File: config.mk
export PLATFORM = sky130hd
export DESIGN_NAME = gcd_job_sequencer_flat
export DESIGN_NICKNAME = d
export VERILOG_FILES = /design/src/rtl/gcd_job_sequencer_pkg.sv /design/src/rtl/gcd_job_sequencer_if.sv /design/src/rtl/gcd_job_sequencer_op_fifo.sv /design/src/rtl/gcd_job_sequencer.sv /design/src/flat_wrapper.sv
export SDC_FILE = /design/constraint.sdc
export NUM_CORES = 1
export LEC_CHECK = 0
export BUFFER_PORTS_ARGS = -buffer_cell sky130_fd_sc_hd__buf_2
export CORE_MARGIN = 3
export CORE_UTILIZATION = 55
export DETAILED_ROUTE_END_ITERATION = 8
export PLACE_DENSITY = 0.79
export SYNTH_ARGS = -nofsm -noshare
export SYNTH_HDL_FRONTEND = slang
export SYNTH_SLANG_ARGS = --single-unit
File: constraint.sdc
create_clock -name clk -period 4.14 [get_ports clk]
set_input_delay 0.828 -clock clk [delete_from_list [all_inputs] [get_ports clk]]
set_output_delay 0.828 -clock clk [all_outputs]
set_load 0.03 [all_outputs]
File: src/rtl/gcd_job_sequencer_pkg.sv
// Shared types for the GCD job sequencer: default data width and sequencer FSM states.
package gcd_pkg;
  localparam int GCD_WIDTH = 8;

  typedef enum logic [2:0] {
    IDLE,
    LAUNCH,
    WAIT_CLR,
    WAIT_DONE,
    OUTPUT
  } seq_state_t;
endpackage

File: src/rtl/gcd_job_sequencer_if.sv
// Operand input, result output and core-side signals of the GCD job sequencer.
interface gcd_job_sequencer_if #(parameter int WIDTH = 8);
  logic             in_valid;
  logic             in_ready;
  logic [WIDTH-1:0] in_a;
  logic [WIDTH-1:0] in_b;
  logic             gcd_start;
  logic [WIDTH-1:0] gcd_a;
  logic [WIDTH-1:0] gcd_b;
  logic             gcd_done;
  logic [WIDTH-1:0] gcd_result;
  logic             res_valid;
  logic             res_ready;
  logic [WIDTH-1:0] res_data;
  logic             res_err;
  logic             busy;

  // master: the environment (operand source, core, result sink)
  modport master (
    output in_valid, in_a, in_b, gcd_done, gcd_result, res_ready,
    input  in_ready, gcd_start, gcd_a, gcd_b, res_valid, res_data, res_err, busy
  );

  // slave: the sequencer itself
  modport slave (
    input  in_valid, in_a, in_b, gcd_done, gcd_result, res_ready,
    output in_ready, gcd_start, gcd_a, gcd_b, res_valid, res_data, res_err, busy
  );
endinterface

File: src/rtl/gcd_job_sequencer_op_fifo.sv
// Operand-pair FIFO: DEPTH entries of W bits, extra pointer bit separates full from empty.
module gcd_op_fifo #(
  parameter int W     = 16,
  parameter int DEPTH = 4
) (
  input  logic         clk,
  input  logic         reset_n,
  input  logic         push,
  input  logic [W-1:0] wdata,
  input  logic         pop,
  output logic [W-1:0] rdata,
  output logic         full,
  output logic         empty
);
  localparam int AW = $clog2(DEPTH);
  localparam logic [AW:0] PTR_ONE = 1;

  logic [AW:0]  wr_q, wr_d, rd_q, rd_d;
  logic [W-1:0] mem_q [DEPTH];
  logic         do_push, do_pop;

  assign empty   = (wr_q == rd_q);
  assign full    = (wr_q[AW] != rd_q[AW]) && (wr_q[AW-1:0] == rd_q[AW-1:0]);
  assign do_push = push && !full;
  assign do_pop  = pop && !empty;
  assign rdata   = mem_q[rd_q[AW-1:0]];

  always_comb begin
    wr_d = wr_q;
    rd_d = rd_q;
    if (do_push) wr_d = wr_q + PTR_ONE;
    if (do_pop)  rd_d = rd_q + PTR_ONE;
  end

  always_ff @(posedge clk or negedge reset_n) begin
    if (!reset_n) begin
      wr_q <= '0;
      rd_q <= '0;
    end else begin
      wr_q <= wr_d;
      rd_q <= rd_d;
    end
  end

  always_ff @(posedge clk) begin
    if (do_push) mem_q[wr_q[AW-1:0]] <= wdata;
  end
endmodule

File: src/rtl/gcd_job_sequencer.sv
// Wraps a subtractive GCD core: queues operand pairs, launches one job at a time,
// short-circuits zero operands and aborts jobs whose done never arrives.
module gcd_job_sequencer
  import gcd_pkg::*;
#(
  parameter int WIDTH       = GCD_WIDTH,
  parameter int DEPTH       = 4,
  parameter int TIMEOUT_CYC = 4096
) (
  input  logic                  clk,
  input  logic                  reset_n,
  gcd_job_sequencer_if.slave    io
);
  localparam int CW = $clog2(TIMEOUT_CYC) + 1;
  localparam logic [CW-1:0] TMO_ONE  = 1;
  localparam logic [CW-1:0] TMO_LAST = CW'(TIMEOUT_CYC - 1);

  seq_state_t       state_q, state_d;
  logic [WIDTH-1:0] op_a_q, op_a_d, op_b_q, op_b_d;
  logic [WIDTH-1:0] res_data_q, res_data_d;
  logic             res_err_q, res_err_d;
  logic [CW-1:0]    tmo_q, tmo_d;

  logic               fifo_full, fifo_empty, fifo_pop;
  logic [2*WIDTH-1:0] fifo_rdata;
  logic [WIDTH-1:0]   pop_a, pop_b;
  logic               pop_zero, tmo_hit;

  assign fifo_pop = (state_q == IDLE) && !fifo_empty;
  assign pop_a    = fifo_rdata[2*WIDTH-1:WIDTH];
  assign pop_b    = fifo_rdata[WIDTH-1:0];
  assign pop_zero = (pop_a == '0) || (pop_b == '0);
  assign tmo_hit  = (tmo_q == TMO_LAST);

  gcd_op_fifo #(.W(2*WIDTH), .DEPTH(DEPTH)) u_fifo (
    .clk     (clk),
    .reset_n (reset_n),
    .push    (io.in_valid && !fifo_full),
    .wdata   ({io.in_a, io.in_b}),
    .pop     (fifo_pop),
    .rdata   (fifo_rdata),
    .full    (fifo_full),
    .empty   (fifo_empty)
  );

  always_ff @(posedge clk or negedge reset_n) begin
    if (!reset_n) begin
      state_q    <= IDLE;
      op_a_q     <= '0;
      op_b_q     <= '0;
      res_data_q <= '0;
      res_err_q  <= 1'b0;
      tmo_q      <= '0;
    end else begin
      state_q    <= state_d;
      op_a_q     <= op_a_d;
      op_b_q     <= op_b_d;
      res_data_q <= res_data_d;
      res_err_q  <= res_err_d;
      tmo_q      <= tmo_d;
    end
  end

  // Done wins over the timeout when both land on the last allowed cycle.
  always_comb begin
    state_d = state_q;
    case (state_q)
      IDLE:      if (!fifo_empty) state_d = pop_zero ? OUTPUT : LAUNCH;
      LAUNCH:    state_d = WAIT_CLR;
      WAIT_CLR: begin
        if (!io.gcd_done)  state_d = WAIT_DONE;
        else if (tmo_hit)  state_d = OUTPUT;
      end
      WAIT_DONE: if (io.gcd_done || tmo_hit) state_d = OUTPUT;
      OUTPUT:    if (io.res_ready) state_d = IDLE;
      default:   state_d = IDLE;
    endcase
  end

  always_comb begin
    op_a_d     = op_a_q;
    op_b_d     = op_b_q;
    res_data_d = res_data_q;
    res_err_d  = res_err_q;
    tmo_d      = tmo_q;
    case (state_q)
      IDLE: begin
        if (!fifo_empty) begin
          op_a_d = pop_a;
          op_b_d = pop_b;
          if (pop_zero) begin
            res_data_d = pop_a | pop_b;
            res_err_d  = 1'b0;
          end
        end
      end
      LAUNCH: tmo_d = '0;
      WAIT_CLR: begin
        tmo_d = tmo_q + TMO_ONE;
        if (io.gcd_done && tmo_hit) begin
          res_data_d = '0;
          res_err_d  = 1'b1;
        end
      end
      WAIT_DONE: begin
        tmo_d = tmo_q + TMO_ONE;
        if (io.gcd_done) begin
          res_data_d = io.gcd_result;
          res_err_d  = 1'b0;
        end else if (tmo_hit) begin
          res_data_d = '0;
          res_err_d  = 1'b1;
        end
      end
      default: ;
    endcase
  end

  always_comb begin
    io.in_ready  = !fifo_full;
    io.gcd_start = (state_q == LAUNCH);
    io.gcd_a     = op_a_q;
    io.gcd_b     = op_b_q;
    io.res_valid = (state_q == OUTPUT);
    io.res_data  = res_data_q;
    io.res_err   = res_err_q;
    io.busy      = (state_q != IDLE) || !fifo_empty;
  end
endmodule

File: src/flat_wrapper.sv
// flat-port wrapper written by rule: the top's interface ports become plain ports
module gcd_job_sequencer_flat import gcd_pkg::*;
#(
  parameter int WIDTH       = GCD_WIDTH,
  parameter int DEPTH       = 4,
  parameter int TIMEOUT_CYC = 4096
)
  (clk, reset_n, io_in_valid, io_in_a, io_in_b, io_gcd_done, io_gcd_result, io_res_ready, io_in_ready, io_gcd_start, io_gcd_a, io_gcd_b, io_res_valid, io_res_data, io_res_err, io_busy);
  gcd_job_sequencer_if #(.WIDTH(WIDTH)) io_i ();
  input  logic clk;
  input  logic reset_n;
  input wire logic [$bits(io_i.in_valid)-1:0] io_in_valid;
  input wire logic [$bits(io_i.in_a)-1:0] io_in_a;
  input wire logic [$bits(io_i.in_b)-1:0] io_in_b;
  input wire logic [$bits(io_i.gcd_done)-1:0] io_gcd_done;
  input wire logic [$bits(io_i.gcd_result)-1:0] io_gcd_result;
  input wire logic [$bits(io_i.res_ready)-1:0] io_res_ready;
  output wire logic [$bits(io_i.in_ready)-1:0] io_in_ready;
  output wire logic [$bits(io_i.gcd_start)-1:0] io_gcd_start;
  output wire logic [$bits(io_i.gcd_a)-1:0] io_gcd_a;
  output wire logic [$bits(io_i.gcd_b)-1:0] io_gcd_b;
  output wire logic [$bits(io_i.res_valid)-1:0] io_res_valid;
  output wire logic [$bits(io_i.res_data)-1:0] io_res_data;
  output wire logic [$bits(io_i.res_err)-1:0] io_res_err;
  output wire logic [$bits(io_i.busy)-1:0] io_busy;
  assign io_i.in_valid = io_in_valid;
  assign io_i.in_a = io_in_a;
  assign io_i.in_b = io_in_b;
  assign io_i.gcd_done = io_gcd_done;
  assign io_i.gcd_result = io_gcd_result;
  assign io_i.res_ready = io_res_ready;
  assign io_in_ready = io_i.in_ready;
  assign io_gcd_start = io_i.gcd_start;
  assign io_gcd_a = io_i.gcd_a;
  assign io_gcd_b = io_i.gcd_b;
  assign io_res_valid = io_i.res_valid;
  assign io_res_data = io_i.res_data;
  assign io_res_err = io_i.res_err;
  assign io_busy = io_i.busy;
  gcd_job_sequencer #(.WIDTH(WIDTH), .DEPTH(DEPTH), .TIMEOUT_CYC(TIMEOUT_CYC)) u_core (.clk(clk), .reset_n(reset_n), .io(io_i));
endmodule
==> Word level (Yosys, flattened, before mapping) <==
Memory sizes are Yosys's and may differ from the RTL's.
Index checks and enable logic that the tools add are counted.
{ "classes": {"n_mul": 0, "bitwise_logic": 2, "eq_ne": 15, "n_reduce_logical": 21, "div": 0, "n_mux": 22, "n_addsub": 3, "shifts": 0, "order_cmp": 0} }
{ "op_table": {"columns": ["cell", "count"], "rows": [
  ["$mux 8", 5],
  ["$pmux 13 s2", 1],
  ["$pmux 8 s3", 1],
  ["$mux 3", 6],
  ["$logic_not 8->1", 2],
  ["$pmux 3 s5", 1],
  ["$add 13x1->13 const B", 1],
  ["$eq 13x12->1 const B", 1],
  ["$or 8x8->8", 1],
  ["$mux 1", 7],
  ["$add 3x1->3 const B", 2],
  ["$eq 3x2->1 const B", 2],
  ["$logic_and 1x1->1", 6],
  ["$ne 2x1->1 const B", 3],
  ["$ne 3x2->1 const B", 2],
  ["$reduce_bool 3->1", 2],
  ["$reduce_and 5->1", 1],
  ["$ne 2x2->1 const B", 2],
  ["$reduce_and 4->1", 1],
  ["$eq 3x1->1 const B", 1],
  ["$eq 3x3->1", 1],
  ["$eq 3x3->1 const B", 1],
  ["$logic_not 3->1", 1],
  ["$logic_or 1x1->1", 3],
  ["8 further kinds", 9]
]} }
{ "totals": {"mem_count": 1, "word_cells": 72, "inputBits": 29, "out_inout_bits": 29, "latchBits": 0, "ff_bits": 47, "ram_bits": 64, "rom_bits": 0} }
{ "mem_list": {"columns": ["memory", "depth", "width", "rd", "rd_clocked_by_memory_dff", "write_ports", "line_no", "source"], "rows": [
  ["u_core.u_fifo.mem_q", 4, 16, 1, 0, 1, "gcd_job_sequencer_op_fifo.sv:19", "logic [W-1:0] mem_q [DEPTH];"]
]} }

==> Depth between registers and ports, before layout <==
Gate-level depths: netlist of run 1.
{ "logic_depth": {"word_depth": 7, "ltp_mapped": 8} }

==> Modules after synthesis <==
Synthesis of run 1 repeated with hierarchy kept, for this count alone.
{ "hier_totals": {"cells_unflattened": 328, "area_unflattened_um2": 4929.7} }
{ "by_module_without_submodules": {"columns": ["module", "n_inst", "seq_area_each_um2", "area_each_um2", "cells_per_inst"], "rows": [
  ["gcd_op_fifo", 1, 2072.0, 2829.0, 132],
  ["gcd_job_sequencer", 1, 1026.0, 2100.8, 196]
]} }

==> Worst setup path before layout of run 1 <==
OpenSTA, ideal clock, no wires.
{ "synth_path": {"path_type": "register -> output", "start": "register u_core.u_fifo.rd_q[0]", "end": "output port io_busy", "required_ns": 3.312, "stages_incl_launch_ff": 6, "t_arrival_ns": 1.448, "path_slack_ns": 1.864, "path_cell_list": "dfrtp_1 -> buf_6 -> buf_12 -> xnor2_1 -> nand2_1 -> or3_1"} }
{ "synth_via": {"elab_chain_cells": 3} }
{ "synth_rtl": {"columns": ["item", "line_no", "source"], "rows": [
  ["start: declaration", "gcd_job_sequencer_op_fifo.sv:18", "logic [AW:0] wr_q, wr_d, rd_q, rd_d;"],
  ["start signal: assignment", "gcd_job_sequencer_op_fifo.sv:41", "rd_q <= rd_d;"],
  ["$eq 3x3->1", "gcd_job_sequencer_op_fifo.sv:22", "assign empty = (wr_q == rd_q);"],
  ["$logic_not 1->1", "gcd_job_sequencer.sv:127", "io.busy = (state_q != IDLE) || !fifo_empty;"],
  ["$logic_or 1x1->1", "gcd_job_sequencer.sv:127", null],
  ["end: declaration", "flat_wrapper.sv:25", "output wire logic [$bits(io_i.busy)-1:0] io_busy;"]
]} }
Every way passes these cells.

==> Worst setup path after layout of run 1 <==
Ends and elaborated chain as after synthesis.

==> metrics.csv, run 1 <==
stage;metric;value;unit
global_routing;grt_start_max_net_pins;48;
routing;drt-vias-per-instance;6.18;
timing;final_max_slew_viol_count;0;
global_routing;grtUsageTotal;20.8;%
routing;drt_pre_antenna_iters;4;
clocking;cts_sinks;111;
status;outcome;finished, final reports clean;
floorplanning;starting_density_of_the_core;56.7;%
routing;route.vias.total;3091;
global_routing;global_route.overflow_total;0;
routing;detail-route-antenna-nets;0;
layout;sequential_cell_area;3100;um2
worst_setup_path;worst_path_largest_cell_delay;690;ps
floorplanning;design.core.area;8760;um2
timing;final-setup-viol-count;0;
floorplanning;die_y;101;um
worst_setup_path;ff2ff_setup_slack;1320;ps
clocking;cts_post_setup_buffers_inserted;0;
worst_setup_path;cp_slowest_cell;sky130_fd_sc_hd__dfrtp_1;
logic_synthesis;yosys.cell_types.count;51;
global_routing;number_of_global_route_vias_before_repair;3045;
power_and_ir_drop;power_per_cell_area;797;nW/um2
hold_path;hold_class;reg -> reg;
logic_synthesis;synth-seq-cells;111;
logic_synthesis;post_synth_inst_count;338;
timing;finalWorstSetupSlack;1080;ps
timing;fmax;327;MHz
layout;diodes;0;
logic_synthesis;synth_top_cells_by_area;sky130_fd_sc_hd__edfxtp_1 (39%), sky130_fd_sc_hd__dfrtp_1 (24%), sky130_fd_sc_hd__mux4_1 (4.8%);
logic_synthesis;async_flop_share;42.3;%
worst_setup_path;start_point_of_the_critical_path;u_core.u_fifo.rd_q[0];
worst_setup_path;kind_of_end_point_of_the_critical_path;primary output;
floorplanning;floorplan.die_area;10200;um2
timing;fin_setup_tns;0;ps
global_routing;first_pass_grt_wire_length;16.3;mm
worst_setup_path;crit_path_cell_trace;buf_4, xnor2_1, nand2_1, or3_1, buf_2;
routing;drt_wl_total;9.98;mm
clocking;max-clock-path-buffers;2;
logic_synthesis;seq_area_frac_synth;62.3;%
clocking;cts_resized;0;
worst_setup_path;startpoint_type;register;
layout;area_occupied_by_multi_input_gates;1680;um2
timing;slew-limit-headroom;30.4;%
timing;final_period_minus_worst_setup_slack;3060;ps
timing;worst_slew_pin_slew;1040;ps
clocking;clockRootBuffer;sky130_fd_sc_hd__clkbuf_8;
layout;signed_area_change_from_the_synthesized_netlist_to_the_final_layout;9.72;%
worst_setup_path;critPathMaxFanout;10;
place;numPortBuffers;57;
clocking;tritoncts_clock_tree;yes;
logic_synthesis;synthFlopType;sky130_fd_sc_hd__edfxtp_1;
logic_synthesis;ys_top_cells_by_count;sky130_fd_sc_hd__edfxtp_1 (64), sky130_fd_sc_hd__dfrtp_1 (47), sky130_fd_sc_hd__mux2_2 (17);
layout;post_route_cells_drive_above_1_share;28.1;%
clocking;ctsHtreeMaxLevel;3;
global_routing;grt_antenna_before_repair;0;
floorplanning;io_pins;58;
place;detailedPlacementHpwl;6.95;mm
routing;post_drt_wl_per_cell;20.0;um
logic_synthesis;synth.yosys.warnings;0;
worst_setup_path;worstReg2RegStart;u_core.u_fifo.rd_q[0];
worst_setup_path;worstPathRequired;3310;ps
timing;final.setup_skew;17.5;ps
logic_synthesis;syn_area_per_cell;14.7;um2
layout;final_net_count;422;
floorplanning;placement_rows;34;
logic_synthesis;synth-edff-count;64;
worst_setup_path;crit_path_end;io_busy;
clocking;worst_skew_pair.late_latency;380;ps
place;dp_slack;1340;ps
timing;grt_setup_unrepaired;no;
worst_setup_path;reg2reg_capture_point;u_core.io.res_err;
logic_synthesis;syn-num-nets;373;
job;drv_cap;0;
worst_setup_path;critical_path_class;reg -> out;
power_and_ir_drop;irDropWorstVdd;0.000368;V
power_and_ir_drop;power.static_leakage;2.12;nW
timing;final-hold-violation-count;0;
floorplanning;floorplan.die.width;101;um
clocking;cts_inserted_buffers;9;
worst_setup_path;r2r_cells;6;
logic_synthesis;synth.largest_area_cell;sky130_fd_sc_hd__edfxtp_1;
clocking;hold_buffers;0;
timing;final_min_period_over_clock_period;73.9;%
logic_synthesis;netlist_area;4970;um2
routing;drt_first_iter_violations;190;
layout;fillCellCount;620;
logic_synthesis;yosys_top_cell_area_share;38.7;%
worst_setup_path;crit_arrival;2230;ps
clocking;clk_pin_slew;120;ps
routing;remaining_drc_errors;0;
logic_synthesis;synth_most_common_cell;sky130_fd_sc_hd__edfxtp_1;
place;gp_congestion;0.833;
## metal layers
metal | vias up | track usage [%] | wire [um]
met3 | 6 | 5.26 | 621
met1 | 1558 | 30.7 | 4520
met4 | 0 | 4.40 | 64
met2 | 114 | 31.7 | 4780
met5 | - | 0 | 0
li1 | 1413 | - | -
## cell families (layout without fill, tap and decap cells)
group | Yosys count | count (layout) | share of synthesized area [%]
muxes | 33 | 33 | 11.8
and+or+nand+nor | 81 | 81 | 9.09
buffers and inverters | 26 | 80 | 3.90
xor gates and xnor gates | 8 | 8 | 1.41
DFF | 111 | 111 | 62.3
adders and majority gates | 6 | 6 | 1.51
AOI/OAI and AO/OA | 73 | 73 | 9.97
## final cells by class
cell class	instances	share of cell area, %
Tap cell	108	2.48
Clock buffer	9	2.27
Clock inverter	7	1.63
Sequential cell	111	56.8
Inverter	4	0.275
Multi-Input combinational cell	201	30.9
Timing Repair Buffer	60	5.64
## where the power goes
group | switching (W) | internal (W)
sequential | 0.000256 | 0.00153
clock | 0.000418 | 0.000253
combinational | 0.00115 | 0.000749
total | 0.00182 | 0.00253
## how the worst min path moves through the flow
stage / from / to / slack, ps / cells after the start
CTS: u_core.tmo_q[11] / u_core.tmo_q[11] / 500 / 1
global placement: u_core.tmo_q[11] / u_core.tmo_q[11] / 470 / 1
global route: u_core.io.gcd_b[1] / u_core.io.gcd_b[1] / 530 / 1
floorplan: u_core.tmo_q[11] / u_core.tmo_q[11] / 450 / 1
finish: u_core.tmo_q[11] / u_core.tmo_q[11] / 500 / 1
detailed placement: u_core.tmo_q[11] / u_core.tmo_q[11] / 480 / 1
## registers in the layout, indices dropped and copies added (netlist names), 3 cells and up
name and cells:
u_core.u_fifo.mem_q 64, u_core.tmo_q 13, u_core.u_fifo.wr_q 3, u_core.u_fifo.rd_q 3, u_core.io.gcd_a 8, u_core.state_q 3
u_core.io.res_data 8, u_core.io.gcd_b 8
## placed cells by master (no fill, tap or decap), drive strengths merged, types with 5 or more instances in the layout
| cell type | synthesis | final |
|---|---|---|
| a211o | 8 | 8 |
| a22o | 5 | 5 |
| ha | 6 | 6 |
| and3 | 12 | 12 |
| and2 | 5 | 5 |
| nor2 | 8 | 8 |
| nand2 | 16 | 16 |
| mux4 | 16 | 16 |
| a31oi | 12 | 12 |
| edfxtp | 64 | 64 |
| clkbuf | 9 | 9 |
| o21ai | 16 | 16 |
| buf | 12 | 60 |
| nand3 | 12 | 12 |
| mux2 | 17 | 17 |
| a21oi | 13 | 13 |
| xnor2 | 5 | 5 |
| inv | 4 | 10 |
| dfrtp | 47 | 47 |
| o211ai | 8 | 8 |
| nor3 | 11 | 11 |
## critical path: cells and delay by family, from the launching register on
family	cells	cell delay, ps
buffers and inverters	2	510
AND/OR/NAND/NOR	2	460
XOR/XNOR	1	200
flip-flops	1	690
## per-stage QoR
| stage | hold slack [ps] | utilization [%] | std cells | area, um2 | power, W |
|---|---|---|---|---|---|
| floorplan | 446 | - | 338 | 4970 | 0.00325 |
| global placement | 472 | 59.8 | 484 | 5240 | 0.00363 |
| detailed placement | 480 | 59.8 | 484 | 5240 | 0.00369 |
| CTS | 499 | 62.2 | 500 | 5450 | 0.00436 |
| global route | 529 | 62.2 | 500 | 5450 | 0.00461 |
| finish | 498 | 62.2 | 500 | 5450 | 0.00435 |
Power figures use the tool's default switching activity.
==> run 2: changes to the inputs <==
--- a/config.mk
+++ b/config.mk
@@ -7,9 +7,9 @@
 export LEC_CHECK = 0
 export BUFFER_PORTS_ARGS = -buffer_cell sky130_fd_sc_hd__buf_2
 export CORE_MARGIN = 3
-export CORE_UTILIZATION = 55
+export CORE_UTILIZATION = 52
 export DETAILED_ROUTE_END_ITERATION = 8
-export PLACE_DENSITY = 0.79
+export PLACE_DENSITY = 0.78
 export SYNTH_ARGS = -nofsm -noshare
 export SYNTH_HDL_FRONTEND = slang
 export SYNTH_SLANG_ARGS = --single-unit
==> constraint.sdc (replaced) <==
create_clock -name clk -period 2.8 [get_ports clk]
set_input_delay 0.56 -clock clk [delete_from_list [all_inputs] [get_ports clk]]
set_output_delay 0.56 -clock clk [all_outputs]
set_load 0.03 [all_outputs]
==> run 2 against run 1 <==
Compared with the run above: total power grew 51%; first-iteration DRC count shrank 21%; global-route usage shrank 0.83 points; core utilization shrank 2.1 points; combinational power grew 54%; cell count grew 6.4%; die area grew 5.4%; clock skew shrank 3.2 ps; register-to-register slack lost 950 ps; final area grew 2.4%; critical path type unchanged; critical endpoint unchanged.
==> metrics.csv, run 2 (same netlist as run 1, synthesis figures left out) <==
stage;metric;value;unit;change
floorplanning;floorplan.die.width;104;um;+2.7%
clocking;worst_skew_pair.late_latency;380;ps;about the same
power_and_ir_drop;seq_power_share;39.5;%;-1.5 points
power_and_ir_drop;power.switching_fraction;41.1;%;-0.78 points
power_and_ir_drop;power.static_leakage;2.18;nW;+2.9%
timing;final_period_minus_worst_setup_slack;2550;ps;
clocking;cts_sinks;111;;unchanged
routing;drt_wl_total;10.2;mm;+2.5%
floorplanning;starting_density_of_the_core;53.5;%;-3.2 points
layout;final_cell_count_no_fill;532;;+6.4%
routing;detail-route-antenna-nets;0;;unchanged
worst_setup_path;kind_of_end_point_of_the_critical_path;primary output;;
routing;remaining_drc_errors;0;;unchanged
timing;final_max_slew_viol_count;0;;unchanged
place;gp_congestion;0.816;;-2.0%
place;placed_cells;516;;+6.6%
floorplanning;design.core.area;9280;um2;+5.9%
routing;route.vias.total;3121;;+0.97%
timing;final-setup-viol-count;0;;unchanged
clocking;clockRootBuffer;sky130_fd_sc_hd__clkbuf_8;;
timing;slew-limit-headroom;50.3;%;+20 points
routing;post_drt_wl_per_cell;19.2;um;-3.7%
layout;top_library_cells_by_usage_in_the_layout_fill_and_taps_aside;sky130_fd_sc_hd__edfxtp_1 (64), sky130_fd_sc_hd__buf_2 (57), sky130_fd_sc_hd__dfrtp_1 (46);;
clocking;cts_resized;0;;unchanged
layout;signed_area_change_from_the_synthesized_netlist_to_the_final_layout;12.4;%;
floorplanning;io_pins;58;;unchanged
timing;fin_setup_tns;0;ps;unchanged
global_routing;grt_start_max_net_pins;27;;-44%
power_and_ir_drop;power_per_cell_area;1180;nW/um2;+47%
clocking;tritoncts_clock_tree;yes;;
worst_setup_path;critical_path_class;reg -> out;;
timing;final-hold-violation-count;0;;unchanged
clocking;cts_inserted_buffers;9;;unchanged
power_and_ir_drop;irDropWorstVdd;0.000420;V;+14%
job;drv_cap;0;;unchanged
timing;final_min_period_over_clock_period;91.0;%;
power_and_ir_drop;p_switching;0.00270;W;+48%
layout;largest_register_ff_count;64;;unchanged
hold_path;hold_class;in -> async;;
worst_setup_path;crit_arrival;1990;ps;-240 ps
layout;final_net_count;433;;+2.6%
global_routing;number_of_global_route_vias_before_repair;3212;;+5.5%
clocking;clk_pin_slew;120;ps;about the same
floorplanning;placement_rows;35;;+2.9%
worst_setup_path;critPathMaxFanout;19;;+9
worst_setup_path;worstPathRequired;2240;ps;-1070 ps
power_and_ir_drop;power_report.internal_total;0.00387;W;+53%
routing;drt_pre_antenna_iters;4;;unchanged
global_routing;global_route.overflow_total;0;;unchanged
floorplanning;die_y;104;um;+2.7%
place;detailedPlacementHpwl;7.23;mm;+4.1%
timing;final.setup_skew;14.3;ps;-3.19 ps
clocking;cts_post_setup_buffers_inserted;0;;unchanged
place;numPortBuffers;57;;unchanged
global_routing;grtUsageTotal;20.0;%;-0.83 points
clocking;ctsHtreeMaxLevel;3;;unchanged
layout;post_route_cells_drive_above_1_share;30.3;%;+2.2 points
layout;diodes;0;;unchanged
layout;leading_cell_type_in_the_layout_fill_and_taps_excluded;sky130_fd_sc_hd__edfxtp_1;;
timing;worst_slew_pin_slew;745;ps;-298 ps
floorplanning;floorplan.die_area;10800;um2;+5.4%
global_routing;first_pass_grt_wire_length;16.9;mm;+3.4%
status;outcome;finished, final reports clean;;
global_routing;grt_antenna_before_repair;0;;unchanged
power_and_ir_drop;power.clock.fraction;16.1;%;+0.7 points
clocking;max-clock-path-buffers;2;;unchanged
power_and_ir_drop;comb_power_share;44.3;%;+0.7 points
layout;fillCellCount;737;;+19%
timing;grt_setup_unrepaired;no;;
clocking;hold_buffers;0;;unchanged
routing;drt-vias-per-instance;5.87;;-5.1%
timing;fmax;393;MHz;
routing;drt_first_iter_violations;151;;-21%
worst_setup_path;startpoint_type;register;;
-- run 2: changes by cell type in the layout (fill, tap and decap cells not counted), sizes merged --
cell	before	now
bufinv	0	1
clkinv	1	4
inv	10	6
buf	60	71
-- run 2: power groups by stage --
stage / registers (W) / clock network [W] / logic (W)
after global placement: 0.00261 / 0 / 0.00282
after global routing: 0.00265 / 0.00115 / 0.00317
after detailed placement: 0.00263 / 0 / 0.00290
final: 0.00259 / 0.00106 / 0.00291
after floorplan: 0.00284 / 0 / 0.00197
after CTS: 0.00260 / 0.00109 / 0.00292
-- run 2: routing by layer --
metal  global-route usage [%]  wire length, um  up-vias
met5                        0                0        -
met4                     5.89              147        0
met3                     4.61              653       14
met2                     32.2             5160      118
met1                     27.5             4270     1553
li1                         -                -     1436
-- run 2: worst paths after layout --
kind / cells past startpoint / endpoint / slack, ps / start
setup / recovery: 4 / io_busy / 250 / u_core.u_fifo.rd_q[1]
hold / removal: 2 / u_core.tmo_q[7] / 150 / reset_n
setup reg to reg: 6 / u_core.io.res_err / 370 / u_core.u_fifo.rd_q[0]
hold reg to reg: 1 / u_core.tmo_q[11] / 500 / u_core.tmo_q[11]
max in group asynchronous: 2 / u_core.io.gcd_b[2] / 2380 / reset_n
min in group clk: 1 / u_core.u_fifo.mem_q[0][5] / 380 / io_in_b[5]
-- run 2: worst max-delay path, cell delays in order (launching register included) --
cell	delay (ps)
sky130_fd_sc_hd__dfrtp_2	580
sky130_fd_sc_hd__xnor2_1	350
sky130_fd_sc_hd__nand2_1	120
sky130_fd_sc_hd__or3_1	380
sky130_fd_sc_hd__buf_2	190
-- run 2: stage by stage --
step                      utilization (%)  hold slack, ps  setup WS, ps  power [W]  area (um2)
after floorplan                         -             264           693    0.00481        4970
final                                60.1             149           253    0.00656        5580
after global placement               57.6             470           400    0.00543        5350
after global routing                 60.1             157           125    0.00697        5580
after CTS                            60.1             140          52.1    0.00661        5580
after detailed placement             57.6             479           317    0.00554        5350
-- run 2: final cells by class --
| class | instances | area [um2] | area share [%] |
|---|---|---|---|
| multi-input cells | 201 | 1680 | 30.2 |
| well taps | 129 | 161 | 2.89 |
| clock inverters | 7 | 110 | 1.97 |
| inverters | 4 | 15.0 | 0.269 |
| flip-flops and latches | 111 | 3100 | 55.5 |
| clock buffers | 9 | 124 | 2.22 |
| repair buffers | 71 | 390 | 6.99 |
==> run 3: changes to the inputs <==
--- a/config.mk
+++ b/config.mk
@@ -6,10 +6,10 @@
 export NUM_CORES = 1
 export LEC_CHECK = 0
 export BUFFER_PORTS_ARGS = -buffer_cell sky130_fd_sc_hd__buf_2
-export CORE_MARGIN = 3
-export CORE_UTILIZATION = 52
+export CORE_MARGIN = 2
+export CORE_UTILIZATION = 35
 export DETAILED_ROUTE_END_ITERATION = 8
-export PLACE_DENSITY = 0.78
+export PLACE_DENSITY = 0.57
 export SYNTH_ARGS = -nofsm -noshare
 export SYNTH_HDL_FRONTEND = slang
 export SYNTH_SLANG_ARGS = --single-unit
==> run 3 against run 2 <==
Compared with the run above: highest routed layer unchanged; sequential power hardly changed; critical path depth is 1 higher; final area is 2.9% higher; sequential cell count stayed put; first-iteration DRC count is 91% higher; clock skew is 6.5 ps lower; non-clock buffer count is 1 higher; sequential share of layout area is 1.6 points lower; cell count is 9.8% higher; global-route usage is 5.1 points lower; via count is 1.4% lower.
==> metrics.csv, run 3 (same netlist as run 1, synthesis figures left out) <==
stage;metric;value;unit;change
status;outcome;finished, final reports clean;;
routing;detail-route-antenna-nets;0;;unchanged
global_routing;grt_start_max_net_pins;25;;-7.4%
floorplanning;placement_rows;43;;+23%
worst_setup_path;worst_path_largest_cell_delay;540;ps;-40 ps
routing;drt_first_iter_violations;289;;+91%
layout;leading_cell_type_in_the_layout_fill_and_taps_excluded;sky130_fd_sc_hd__edfxtp_1;;
timing;fin_setup_tns;0;ps;unchanged
layout;top_library_cells_by_usage_in_the_layout_fill_and_taps_aside;sky130_fd_sc_hd__edfxtp_1 (64), sky130_fd_sc_hd__buf_2 (57), sky130_fd_sc_hd__dfrtp_1 (47);;
worst_setup_path;kind_of_end_point_of_the_critical_path;primary output;;
timing;final_min_period_over_clock_period;95.4;%;+4.4 points
clocking;max-clock-path-buffers;2;;unchanged
worst_setup_path;startpoint_type;register;;
global_routing;first_pass_grt_wire_length;16.7;mm;-0.90%
floorplanning;floorplan.die_area;15200;um2;+41%
global_routing;grt_antenna_before_repair;0;;unchanged
floorplanning;starting_density_of_the_core;35.8;%;-18 points
layout;signed_area_change_from_the_synthesized_netlist_to_the_final_layout;15.6;%;
routing;route.vias.total;3076;;-1.4%
clocking;clk_pin_slew;70;ps;-50 ps
layout;final_net_count;434;;+0.23%
routing;remaining_drc_errors;0;;unchanged
worst_setup_path;crit_arrival;2110;ps;+120 ps
job;drv_cap;0;;unchanged
timing;final_period_minus_worst_setup_slack;2670;ps;+124 ps
timing;grt_setup_unrepaired;no;;
worst_setup_path;critical_path_class;reg -> out;;
clocking;tritoncts_clock_tree;yes;;
timing;finalWorstSetupSlack;129;ps;-124 ps
layout;largest_register_ff_count;64;;unchanged
clocking;cts_sinks;111;;unchanged
worst_setup_path;worstPathRequired;2240;ps;about the same
power_and_ir_drop;power.static_leakage;2.22;nW;+1.8%
floorplanning;io_pins;58;;unchanged
floorplanning;design.core.area;13900;um2;+50%
place;detailedPlacementHpwl;7.32;mm;+1.3%
place;numPortBuffers;57;;unchanged
routing;drt_pre_antenna_iters;4;;unchanged
timing;fmax;374;MHz;-4.6%
place;dp_slack;362;ps;+44.5 ps
timing;final-hold-violation-count;0;;unchanged
layout;diodes;0;;unchanged
global_routing;global_route.overflow_total;0;;unchanged
worst_setup_path;crit_path_cell_trace;buf_4, xnor2_1, nand2_1, or3_1, buf_2;;
routing;drt_wl_total;10.5;mm;+2.6%
routing;post_drt_wl_per_cell;18.0;um;-6.5%
worst_setup_path;worst-path-buf-inv;2;;+1
power_and_ir_drop;power_per_cell_area;1190;nW/um2;+1.1%
global_routing;number_of_global_route_vias_before_repair;2935;;-8.6%
power_and_ir_drop;design_power_total;0.00682;W;+4.0%
global_routing;grtUsageTotal;14.9;%;-5.1 points
timing;final_max_slew_viol_count;0;;unchanged
worst_setup_path;cp_slowest_cell;sky130_fd_sc_hd__dfrtp_1;;
timing;final.setup_skew;7.75;ps;-6.53 ps
timing;final-setup-viol-count;0;;unchanged
worst_setup_path;critPathMaxFanout;10;;-9
floorplanning;floorplan.die.width;123;um;+19%
clocking;cts_inserted_buffers;9;;unchanged
clocking;ctsHtreeMaxLevel;3;;unchanged
timing;slew-limit-headroom;48.3;%;-2.0 points
routing;drt-vias-per-instance;5.27;;-10%
timing;worst_slew_pin_slew;775;ps;+30.0 ps
layout;post_route_cells_drive_above_1_share;29.7;%;-0.57 points
place;gp_congestion;0.754;;-7.6%
worst_setup_path;path_delay_family;flip-flops;;
clocking;clockRootBuffer;sky130_fd_sc_hd__clkbuf_16;;
clocking;worst_skew_pair.late_latency;350;ps;-30 ps
hold_path;hold_class;in -> reg;;
floorplanning;die_y;123;um;+19%
power_and_ir_drop;irDropWorstVdd;0.000447;V;+6.5%
-- run 3: cell types whose count changed in the layout (fill, tap and decap cells not counted), sizes merged --
| cell | delta |
|---|---|
| dlygate4sd3 | +1 |
| clkinvlp | +1 |
| clkbuf | +1 |
| clkinv | -2 |
-- run 3: layout make-up --
type | instances | area (um2)
Timing Repair Buffer | 72 | 413
Clock inverter | 6 | 80.1
Multi-Input combinational cell | 201 | 1680
Fill cell | 1292 | 8140
Clock buffer | 10 | 229
Inverter | 4 | 15.0
Tap cell | 180 | 225
Sequential cell | 111 | 3100
-- run 3: worst paths after layout --
| path | startpoint | end | slack [ps] | depth (start not counted) |
|---|---|---|---|---|
| worst max register to register | u_core.u_fifo.rd_q[0] | u_core.io.res_err | 370 | 6 |
| worst max-delay path | u_core.u_fifo.rd_q[1] | io_busy | 130 | 5 |
| worst min-delay path | io_in_b[2] | u_core.u_fifo.mem_q[3][2] | 420 | 1 |
| min in group asynchronous | reset_n | u_core.tmo_q[7] | 540 | 2 |
| max in group asynchronous | reset_n | u_core.io.gcd_a[2] | 1740 | 3 |
| worst min register to register | u_core.tmo_q[11] | u_core.tmo_q[11] | 490 | 1 |
-- run 3: worst reg2reg max path, stage by stage (launching register included) --
cell and delay, ps:
sky130_fd_sc_hd__dfrtp_1 370, sky130_fd_sc_hd__buf_12 190, sky130_fd_sc_hd__mux4_1 640, sky130_fd_sc_hd__nor4_2 350, sky130_fd_sc_hd__a21oi_2 200, sky130_fd_sc_hd__and2_1 320
sky130_fd_sc_hd__o22a_1 260
-- run 3: stage by stage --
stage	hold slack (ps)	std cells	cell area [um2]	util (%)
5_1_grt	412	584	5740	41.4
4_1_cts	407	584	5740	41.4
2_1_floorplan	264	338	4970	-
3_3_place_gp	364	567	5430	39.1
3_5_place_dp	363	567	5430	39.1
6_report	419	584	5740	41.4
-- run 3: where the power goes --
| part | switching, W | internal, W | leakage [nW] |
|---|---|---|---|
| Clock | 0.000591 | 0.000710 | 0.146 |
| Combinational | 0.00178 | 0.00118 | 0.914 |
| Sequential | 0.000312 | 0.00225 | 1.16 |
| Total | 0.00268 | 0.00414 | 2.22 |
-- run 3: timing repair --
item | 4_1_cts | 5_1_grt
hold endpoints to repair | 2 | 0
hold buffers | 1 | 0
gates resized for setup | 0 | 0
setup buffers | 0 | 0
-- run 3: metal layers --
metal	global-route usage [%]	part of all wire, %	vias up
li1	-	-	1450
met1	20.1	45	1551
met5	0	0	-
met3	4.29	4.7	8
met4	3.69	1.0	0
met2	23.7	50	67
